`src/rtl/nx_node_loader_if.sv`:
```
// Message stream and core-load bus for nx_node_loader.
// master = upstream/stimulus side, slave = loader side.
interface nx_node_loader_if #(
  parameter int MSG_W  = 32,
  parameter int INST_W = 19,
  parameter int SLOT_W = 5,
  parameter int IDX_W  = 2
);
  logic [MSG_W-1:0]  msg_data;
  logic              msg_valid;
  logic              msg_ready;
  logic [INST_W-1:0] load_instr;
  logic [SLOT_W-1:0] load_slot;
  logic              load_last;
  logic              load_valid;
  logic              in_value;
  logic [IDX_W-1:0]  in_index;
  logic              in_valid;
  logic [SLOT_W:0]   loaded_count;
  logic              error;
  logic [2:0]        error_code;

  modport master (
    output msg_data, msg_valid,
    input  msg_ready, load_instr, load_slot, load_last, load_valid,
           in_value, in_index, in_valid, loaded_count, error, error_code
  );

  modport slave (
    input  msg_data, msg_valid,
    output msg_ready, load_instr, load_slot, load_last, load_valid,
           in_value, in_index, in_valid, loaded_count, error, error_code
  );
endinterface

```
`src/rtl/nx_node_loader.sv`:
```
// Node-core front-end: decodes inbound messages into instruction/input loads.
// Optional even-parity checking on every accepted word via NX_LOADER_PARITY_EN.
module nx_node_loader #(
  parameter int OP_W   = 4,
  parameter int REG_W  = 16,
  parameter int IO_W   = 4,
  parameter int SLOTS  = 32,
  parameter int INST_W = OP_W + 3*$clog2(REG_W) + 1 + $clog2(IO_W),
  parameter int MSG_W  = 32
) (
  input  logic                clk,
  input  logic                rst,
  nx_node_loader_if.slave     bus
);
  localparam int SLOT_W = $clog2(SLOTS);
  localparam int IDX_W  = $clog2(IO_W);
  localparam int CNT_W  = SLOT_W + 1;
  localparam logic [SLOT_W-1:0] LAST_SLOT = SLOT_W'(SLOTS - 1);
  localparam logic [CNT_W-1:0]  FULL_CNT  = CNT_W'(SLOTS);

  typedef enum logic [1:0] {ST_LOAD, ST_ACTIVE, ST_ERROR} state_e;
  typedef enum logic [1:0] {MT_LOAD, MT_SIGNAL, MT_NOP, MT_ILLEGAL} msg_type_e;

  state_e            r_state;
  logic              r_ready;
  logic [SLOT_W-1:0] r_slot;
  logic [CNT_W-1:0]  r_count;
  logic [INST_W-1:0] r_load_instr;
  logic [SLOT_W-1:0] r_load_slot;
  logic              r_load_last;
  logic              r_load_valid;
  logic              r_in_value;
  logic [IDX_W-1:0]  r_in_index;
  logic              r_in_valid;
  logic              r_error;
  logic [2:0]        r_error_code;

  logic              w_xfer;
  msg_type_e         w_type;
  logic              w_last;
  logic              w_parity_ok;
  logic              w_do_load;
  logic              w_do_sig;
  logic [2:0]        w_err;

  assign w_xfer = bus.msg_valid && r_ready;
  assign w_type = msg_type_e'(bus.msg_data[MSG_W-1 -: 2]);
  assign w_last = bus.msg_data[MSG_W-3];

`ifdef NX_LOADER_PARITY_EN
  assign w_parity_ok = ~(^bus.msg_data);
`else
  logic w_unused_bits;
  assign w_unused_bits = ^bus.msg_data;
  assign w_parity_ok   = 1'b1;
`endif

  // Per-transfer decode; overflow is flagged while the load itself still issues.
  always_comb begin
    w_do_load = 1'b0;
    w_do_sig  = 1'b0;
    w_err     = 3'd0;
    if (w_xfer) begin
      if (!w_parity_ok) begin
        w_err = 3'd4;
      end else begin
        case (w_type)
          MT_LOAD: begin
            if (r_state == ST_LOAD) begin
              w_do_load = 1'b1;
              if (!w_last && r_slot == LAST_SLOT) w_err = 3'd3;
            end else begin
              w_err = 3'd2;
            end
          end
          MT_SIGNAL: w_do_sig = 1'b1;
          MT_NOP:    ;
          default:   w_err = 3'd1;
        endcase
      end
    end
  end

  always_ff @(posedge clk or posedge rst) begin
    if (rst) begin
      r_state      <= ST_LOAD;
      r_ready      <= 1'b0;
      r_slot       <= '0;
      r_count      <= '0;
      r_load_instr <= '0;
      r_load_slot  <= '0;
      r_load_last  <= 1'b0;
      r_load_valid <= 1'b0;
      r_in_value   <= 1'b0;
      r_in_index   <= '0;
      r_in_valid   <= 1'b0;
      r_error      <= 1'b0;
      r_error_code <= '0;
    end else begin
      r_load_valid <= w_do_load;
      r_in_valid   <= w_do_sig;
      if (w_do_load) begin
        r_load_instr <= bus.msg_data[INST_W-1:0];
        r_load_slot  <= r_slot;
        // Overflow forces last so the core still leaves setup.
        r_load_last  <= w_last || (r_slot == LAST_SLOT);
        if (r_slot != LAST_SLOT) r_slot <= r_slot + 1'b1;
        if (r_count != FULL_CNT) r_count <= r_count + 1'b1;
        if (w_last) r_state <= ST_ACTIVE;
      end
      if (w_do_sig) begin
        r_in_index <= bus.msg_data[IDX_W-1:0];
        r_in_value <= bus.msg_data[IDX_W];
      end
      if (w_err != 3'd0) begin
        r_state <= ST_ERROR;
        r_ready <= 1'b0;
        r_error <= 1'b1;
        if (!r_error) r_error_code <= w_err;
      end else if (r_state != ST_ERROR) begin
        r_ready <= 1'b1;
      end
    end
  end

  assign bus.msg_ready    = r_ready;
  assign bus.load_instr   = r_load_instr;
  assign bus.load_slot    = r_load_slot;
  assign bus.load_last    = r_load_last;
  assign bus.load_valid   = r_load_valid;
  assign bus.in_value     = r_in_value;
  assign bus.in_index     = r_in_index;
  assign bus.in_valid     = r_in_valid;
  assign bus.loaded_count = r_count;
  assign bus.error        = r_error;
  assign bus.error_code   = r_error_code;
endmodule

```
`src/flat_wrapper.sv`:
```
// flat-port wrapper written by rule: the top's interface ports become plain ports
module nx_node_loader_flat 
#(
  parameter int OP_W   = 4,
  parameter int REG_W  = 16,
  parameter int IO_W   = 4,
  parameter int SLOTS  = 32,
  parameter int INST_W = OP_W + 3*$clog2(REG_W) + 1 + $clog2(IO_W),
  parameter int MSG_W  = 32
)
  (clk, rst, bus_msg_data, bus_msg_valid, bus_msg_ready, bus_load_instr, bus_load_slot, bus_load_last, bus_load_valid, bus_in_value, bus_in_index, bus_in_valid, bus_loaded_count, bus_error, bus_error_code);
  nx_node_loader_if #(.MSG_W(MSG_W), .INST_W(INST_W), .SLOT_W(5), .IDX_W(2)) bus_i ();
  input  logic clk;
  input  logic rst;
  input wire logic [$bits(bus_i.msg_data)-1:0] bus_msg_data;
  input wire logic [$bits(bus_i.msg_valid)-1:0] bus_msg_valid;
  output wire logic [$bits(bus_i.msg_ready)-1:0] bus_msg_ready;
  output wire logic [$bits(bus_i.load_instr)-1:0] bus_load_instr;
  output wire logic [$bits(bus_i.load_slot)-1:0] bus_load_slot;
  output wire logic [$bits(bus_i.load_last)-1:0] bus_load_last;
  output wire logic [$bits(bus_i.load_valid)-1:0] bus_load_valid;
  output wire logic [$bits(bus_i.in_value)-1:0] bus_in_value;
  output wire logic [$bits(bus_i.in_index)-1:0] bus_in_index;
  output wire logic [$bits(bus_i.in_valid)-1:0] bus_in_valid;
  output wire logic [$bits(bus_i.loaded_count)-1:0] bus_loaded_count;
  output wire logic [$bits(bus_i.error)-1:0] bus_error;
  output wire logic [$bits(bus_i.error_code)-1:0] bus_error_code;
  assign bus_i.msg_data = bus_msg_data;
  assign bus_i.msg_valid = bus_msg_valid;
  assign bus_msg_ready = bus_i.msg_ready;
  assign bus_load_instr = bus_i.load_instr;
  assign bus_load_slot = bus_i.load_slot;
  assign bus_load_last = bus_i.load_last;
  assign bus_load_valid = bus_i.load_valid;
  assign bus_in_value = bus_i.in_value;
  assign bus_in_index = bus_i.in_index;
  assign bus_in_valid = bus_i.in_valid;
  assign bus_loaded_count = bus_i.loaded_count;
  assign bus_error = bus_i.error;
  assign bus_error_code = bus_i.error_code;
  nx_node_loader #(.OP_W(OP_W), .REG_W(REG_W), .IO_W(IO_W), .SLOTS(SLOTS), .INST_W(INST_W), .MSG_W(MSG_W)) u_core (.clk(clk), .rst(rst), .bus(bus_i));
endmodule
```
`config.mk`:
```
export PLATFORM = sky130hd
export DESIGN_NAME = nx_node_loader_flat
export DESIGN_NICKNAME = d
export VERILOG_FILES = /design/src/rtl/nx_node_loader_if.sv /design/src/rtl/nx_node_loader.sv /design/src/flat_wrapper.sv
export SDC_FILE = /design/constraint.sdc
export NUM_CORES = 1
export LEC_CHECK = 0
export ABC_AREA = 1
export CAP_MARGIN = 20
export CORE_AREA = 3 3 92 94
export CTS_CLUSTER_DIAMETER = 50
export DETAILED_ROUTE_END_ITERATION = 7
export DIE_AREA = 0 0 95 97
export SKIP_CTS_REPAIR_TIMING = 1
export SYNTH_ARGS = -nofsm -noshare
export SYNTH_HDL_FRONTEND = slang
export SYNTH_SLANG_ARGS = --single-unit
```
`constraint.sdc`:
```
create_clock -name clk -period 1.5 [get_ports clk]
set_clock_uncertainty 0.05 [all_clocks]
set_input_delay 0.3 -clock clk [delete_from_list [all_inputs] [get_ports clk]]
set_output_delay 0.3 -clock clk [all_outputs]
set_load 0.05 [all_outputs]
```
After elaboration in Yosys (flattened, before gate mapping)
Cells that the tools add are included.
{ "classes": {"addsub": 2, "eq_ne": 6, "mux": 14, "bitwise_logic": 1, "n_reduce_logical": 15} }
{ "op_table": {"columns": ["operator", "n"], "rows": [
  ["two-way mux 2 bit", 5],
  ["AND reduction 2 bit", 4],
  ["two-way mux 1 bit", 7],
  ["adder 6 x 1 -> 6 bit, second input constant", 1],
  ["inequality test 6 bit, second input constant", 1],
  ["case mux 3 bit (2 select lines)", 1],
  ["nonzero test 2 bit", 3],
  ["adder 5 x 1 -> 5 bit, second input constant", 1],
  ["equality test 5 bit, second input constant", 1],
  ["inequality test 5 bit, second input constant", 1],
  ["logical NOT 2 bit", 2],
  ["two-way mux 3 bit", 1],
  ["nonzero test 3 bit", 1],
  ["equality test 2 x 1 -> 1 bit, second input constant", 1],
  ["equality test 2 bit, second input constant", 1],
  ["logical AND 1 bit", 2],
  ["inequality test 2 bit, second input constant", 1],
  ["OR reduction 2 bit", 1],
  ["logical NOT 1 bit", 1],
  ["logical OR 1 bit", 1],
  ["inverter 1 bit", 1]
]} }
{ "word_totals": {"register_bits": 48, "inputBits": 35} }

Depth between registers and ports, before layout
{ "logic_depth": {"depth_word": 9, "depth_mapped": 11, "ltp_nobuf": 11} }

Least setup slack after synthesis
No wires, ideal clock.
{ "synth_timing": {"kind": "flip-flop to flip-flop", "start": "register u_core.r_count[0] (netlist: u_core.bus.loaded_count[0])", "end": "register u_core.r_count[4] (netlist: u_core.bus.loaded_count[4])", "setup_ps": 76, "t_arrival_ps": 1453, "path_slack_ps": -80, "path_stages_with_launch": 8, "period_less_slack_ps": 1580, "cell_sequence": "dfrtp_1 -> inv_1 -> ha_1 -> nand3_1 -> nor2_2 -> nor2_8 -> nand2_1 -> o21ai_1"} }
{ "synth_between": {"elab_chain_len": 2} }
{ "synth_rtl": {"columns": ["item", "line_no", "rtl"], "rows": [
  ["start: declaration", "nx_node_loader.sv:27", "logic [CNT_W-1:0] r_count;"],
  ["start signal: assignment", "nx_node_loader.sv:108", "if (r_count != FULL_CNT) r_count <= r_count + 1'b1;"],
  ["parallel branches: the longest is 2 deep, another holds adder 6 x 1 -> 6 bit", null, null]
]} }
Parallel ways; which one is timed is not known.
A chain may end at the register's enable or synchronous reset.

Worst setup path in the final report
{ "layout_timing": {"start": "register u_core.r_slot[0]", "end": "register u_core.r_error_code[1] (netlist: u_core.bus.error_code[1])"} }
{ "layout_between": {"elab_chain_len": 8} }
{ "layout_rtl": {"columns": ["item", "line_no", "rtl"], "rows": [
  ["start: declaration", "nx_node_loader.sv:26", "logic [SLOT_W-1:0] r_slot;"],
  ["start signal: assignment", "nx_node_loader.sv:107", "if (r_slot != LAST_SLOT) r_slot <= r_slot + 1'b1;"],
  ["equality test 5 bit (*)", "nx_node_loader.sv:71", "if (!w_last && r_slot == LAST_SLOT) w_err = 3'd3;"],
  ["logical AND 1 bit (*)", "nx_node_loader.sv:71", null],
  ["two-way mux 2 bit (*)", "nx_node_loader.sv:71", null],
  ["two-way mux 2 bit (*)", "nx_node_loader.sv:69", "if (r_state == ST_LOAD) begin"],
  ["case mux 3 bit (2 select lines) (*)", "nx_node_loader.sv:67", "case (w_type)"],
  ["two-way mux 3 bit (*)", "nx_node_loader.sv:63", "if (w_xfer) begin"],
  ["nonzero test 3 bit", "nx_node_loader.sv:115", "if (w_err != 3'd0) begin"],
  ["AND reduction 2 bit (no line)", null, null],
  ["end signal: assignment", "nx_node_loader.sv:119", "if (!r_error) r_error_code <= w_err;"],
  ["end: declaration", "nx_node_loader.sv:36", "logic [2:0] r_error_code;"]
]} }
Mark *: on every way between the ends. The rest lies on a longest branch, timed or not.

==> summary.txt <==
Critical path
  • Reg2reg end: u_core.bus.error_code[1]$_DFFE_PP0P_
  • Crit-path max FO: 4
  • Worst Setup Start Kind: flop
  • Critical Path End: u_core.bus.error_code[1]$_DFFE_PP0P_
  • Worst setup startpoint: u_core.r_slot[0]$_DFFE_PP0P_
  • Critical path class: reg -> reg
  • CP required: 1.64 ns
  • R2R depth: 11
  • Reg2reg start: u_core.r_slot[0]$_DFFE_PP0P_
  • Critical Path AT: 1.68 ns
  • Critical path endpoint category: flop
  • Register-to-register setup slack: -0.04 ns

Clock tree
  • Clock slew at reported path FFs: 0.08 ns
  • Bufs on Longest Clock Path: 2
  • Root Driver: clkbuf_8
  • Num Clock Sinks: 47
  • TritonCTS clock tree: yes
  • Worst-Skew Late Latency: 0.29 ns
  • H-Tree Level Count: 2
  • CTS buffer count: 5

Drt
  • Post-DR vias/cell: 4.13
  • WL final: 4.74 mm
  • 1st-pass router iterations: 4
  • Post-route antenna net violation count: 0
  • WL per Instance: 11.3 um
  • Residual DRC: 0
  • Initial DRC Count: 72
  • Via count: 1734

Floorplanning
  • Die height: 97 um
  • Std cell rows: 32
  • Die W: 95 um
  • Initial Util: 27.4%
  • I/O Pins: 76
  • Area of the core: 7730 um^2
  • Total die area: 9220 um^2

Hold path
  • Worst hold path type: in -> async

Synthesis
  • Sequential element share of the synthesized area: 55.5%
  • Net count after synthesis: 273
  • YS warnings: 0
  • Synthesized cell area: 2120 um^2
  • Synthesized area per cell: 9.06 um^2
  • Number of distinct library cells after synthesis: 22
  • FF+latch count, synth: 47
  • Cells after Synth: 234

Pwr
  • PwrDens: 769 nW/um^2
  • Worst ir drop on vdd: 0.000645 V
  • LEAKAGE: 1.73 nW
  • Final Total Pwr: 0.00272 W

Final layout
  • Final core utilization: 45.8%
  • Layout cell share with drive strength beyond 1: 30.8%
  • ANT cells: 0
  • Synth-to-Final Area Change: 66.8%
  • Nets: 356

Global route
  • GRT met1 Usage: 14.2%
  • First-pass GRT wire length: 8.13 mm
  • Pin count of the biggest net entering global routing: 48
  • Met2 usage: 18.0%
  • Gr usage total: 11.1%
  • Met3 Track Usage GR: 3.65%
  • Initial antenna violation count: 0
  • Most used routing layer: met2
  • Global route overflow: 0
  • Vias in the first global route: 1729

Timing
  • Endpoints failing hold: 0
  • PnR worst setup slack: -0.0414 ns
  • Max Transition Viols Final: 0
  • Min Clock Period, post-route: 1.54 ns
  • RSZ-0062 raised after global routing: true
  • Fin crit share: 103%
  • # setup viols final: 3
  • Achievable Freq: 649 MHz
  • Setup TNS: -0.115 ns

Placed design
  • Final GP Congestion: 0.744
  • IO Port Bufs: 64
  • DP Wirelength: 3.60 mm

Job
  • Max-capacitance violation count: 0

Outcome
  • Failing checks: negative setup slack
  • Outcome: complete, but fails checks
[report_power, final]
group / leakage [nW] / internal, W / total [W] / switching, W
logic: 1.09 / 0.000299 / 0.000614 / 0.000314
clock network: 0.0422 / 0.000327 / 0.000719 / 0.000392
registers: 0.601 / 0.00132 / 0.00139 / 0.0000645
[critical path, cell delays in order, from the launching register on]
cell and delay [ns]:
dfrtp_1 0.39, ha_2 0.19, nand2_1 0.06, nor2_2 0.12, ha_2 0.22, nand2_2 0.06, nand2_2 0.07, nand2_2 0.06
nand2_4 0.09, nand2_1 0.05, nand2_1 0.05, nand2_1 0.05
[cells in the mapped netlist]
cell	count	area [um^2]
a21oi_2	1	8.76
buf_4	2	15.0
buf_6	4	45.0
conb_1	1	3.75
dfrtp_1	47	1180
ha_1	4	50.1
inv_1	27	101
nand2_1	97	364
nand2_2	4	25.0
nand2_4	1	11.3
nand3_1	7	35.0
nand4_1	1	6.26
nor2_1	5	18.8
nor2_2	1	6.26
nor2_4	4	45.0
nor2_8	1	20.0
nor3_1	1	5.00
o21ai_0	9	45.0
o21ai_1	3	15.0
o21ai_2	8	70.1
xnor2_1	1	8.76
xor2_1	5	43.8
[per-stage QoR]
step | std cells | hold slack (ns) | instance area (um^2) | worst slack, ns
2_1_floorplan | 234 | 0.273 | 2130 | 0.0120
3_3_place_gp | 409 | 0.466 | 3400 | -0.165
3_5_place_dp | 409 | 0.471 | 3400 | -0.181
4_1_cts | 417 | 0.382 | 3480 | -0.191
5_1_grt | 420 | 0.389 | 3540 | -0.145
6_report | 420 | 0.370 | 3540 | -0.0414
[how the worst min path moves through the flow]
stage	slack (ns)	from	to
after floorplan	0.27	rst	u_core.bus.error$_DFFE_PP0P_
after global placement	0.47	u_core.bus.load_instr[7]$_DFFE_PP0P_	u_core.bus.load_instr[7]$_DFFE_PP0P_
after detailed placement	0.47	u_core.bus.load_instr[13]$_DFFE_PP0P_	u_core.bus.load_instr[13]$_DFFE_PP0P_
after CTS	0.38	rst	u_core.bus.load_slot[1]$_DFFE_PP0P_
after global routing	0.39	rst	u_core.r_slot[3]$_DFFE_PP0P_
final	0.37	rst	u_core.bus.load_slot[1]$_DFFE_PP0P_
[cells in the final DEF, fill, tap and decap left out, types with 3 or more instances in the layout]
cell type,instances
buf_12,44
buf_4,13
clkbuf_8,5
clkdlybuf4s50_1,24
dfrtp_1,44
dfrtp_2,3
inv_1,25
nand2_1,92
nand2_2,8
nand3_1,6
nor2_1,4
nor2_4,4
o21ai_0,7
o21ai_1,5
o21ai_2,8
xor2_1,5
[cell type report]
type	instances	area, um^2
clock inverters	1	5.00
well taps	102	128
clock buffers	7	76.3
flip-flops and latches	47	1180
multi-input cells	154	812
repair buffers	82	1230
inverters	27	105
fillers	743	4190
[routing by layer]
metal | share of wire, % | vias up
li1 | - | 878
met1 | 44 | 812
met2 | 50 | 39
met3 | 5.4 | 5
met4 | 1.2 | 0
met5 | 0 | -
[registers in the layout, indices dropped and copies added, names as in the netlist]
| register | count |
|---|---|
| u_core.r_state | 2 |
| u_core.bus.msg_ready | 1 |
| u_core.bus.load_slot | 5 |
| u_core.bus.in_index | 2 |
| u_core.bus.load_last | 1 |
| u_core.bus.in_value | 1 |
| u_core.bus.in_valid | 1 |
| u_core.r_slot | 5 |
| u_core.bus.load_valid | 1 |
| u_core.bus.error | 1 |
| u_core.bus.load_instr | 19 |
| u_core.bus.error_code | 2 |
| u_core.bus.loaded_count | 6 |
[kinds of logic (layout without fill, tap and decap cells)]
kind of cell / Yosys count / count (layout) / share of synthesized area [%]
AOI/OAI and AO/OA: 21 / 21 / 6.55
xor gates and xnor gates: 6 / 6 / 2.48
adders and majority gates: 4 / 4 / 2.36
buffers and inverters: 33 / 117 / 7.61
DFF: 47 / 47 / 55.5
other: 1 / 1 / 0.177
and+or+nand+nor: 122 / 122 / 25.3
(Power assumes the default switching activity.)
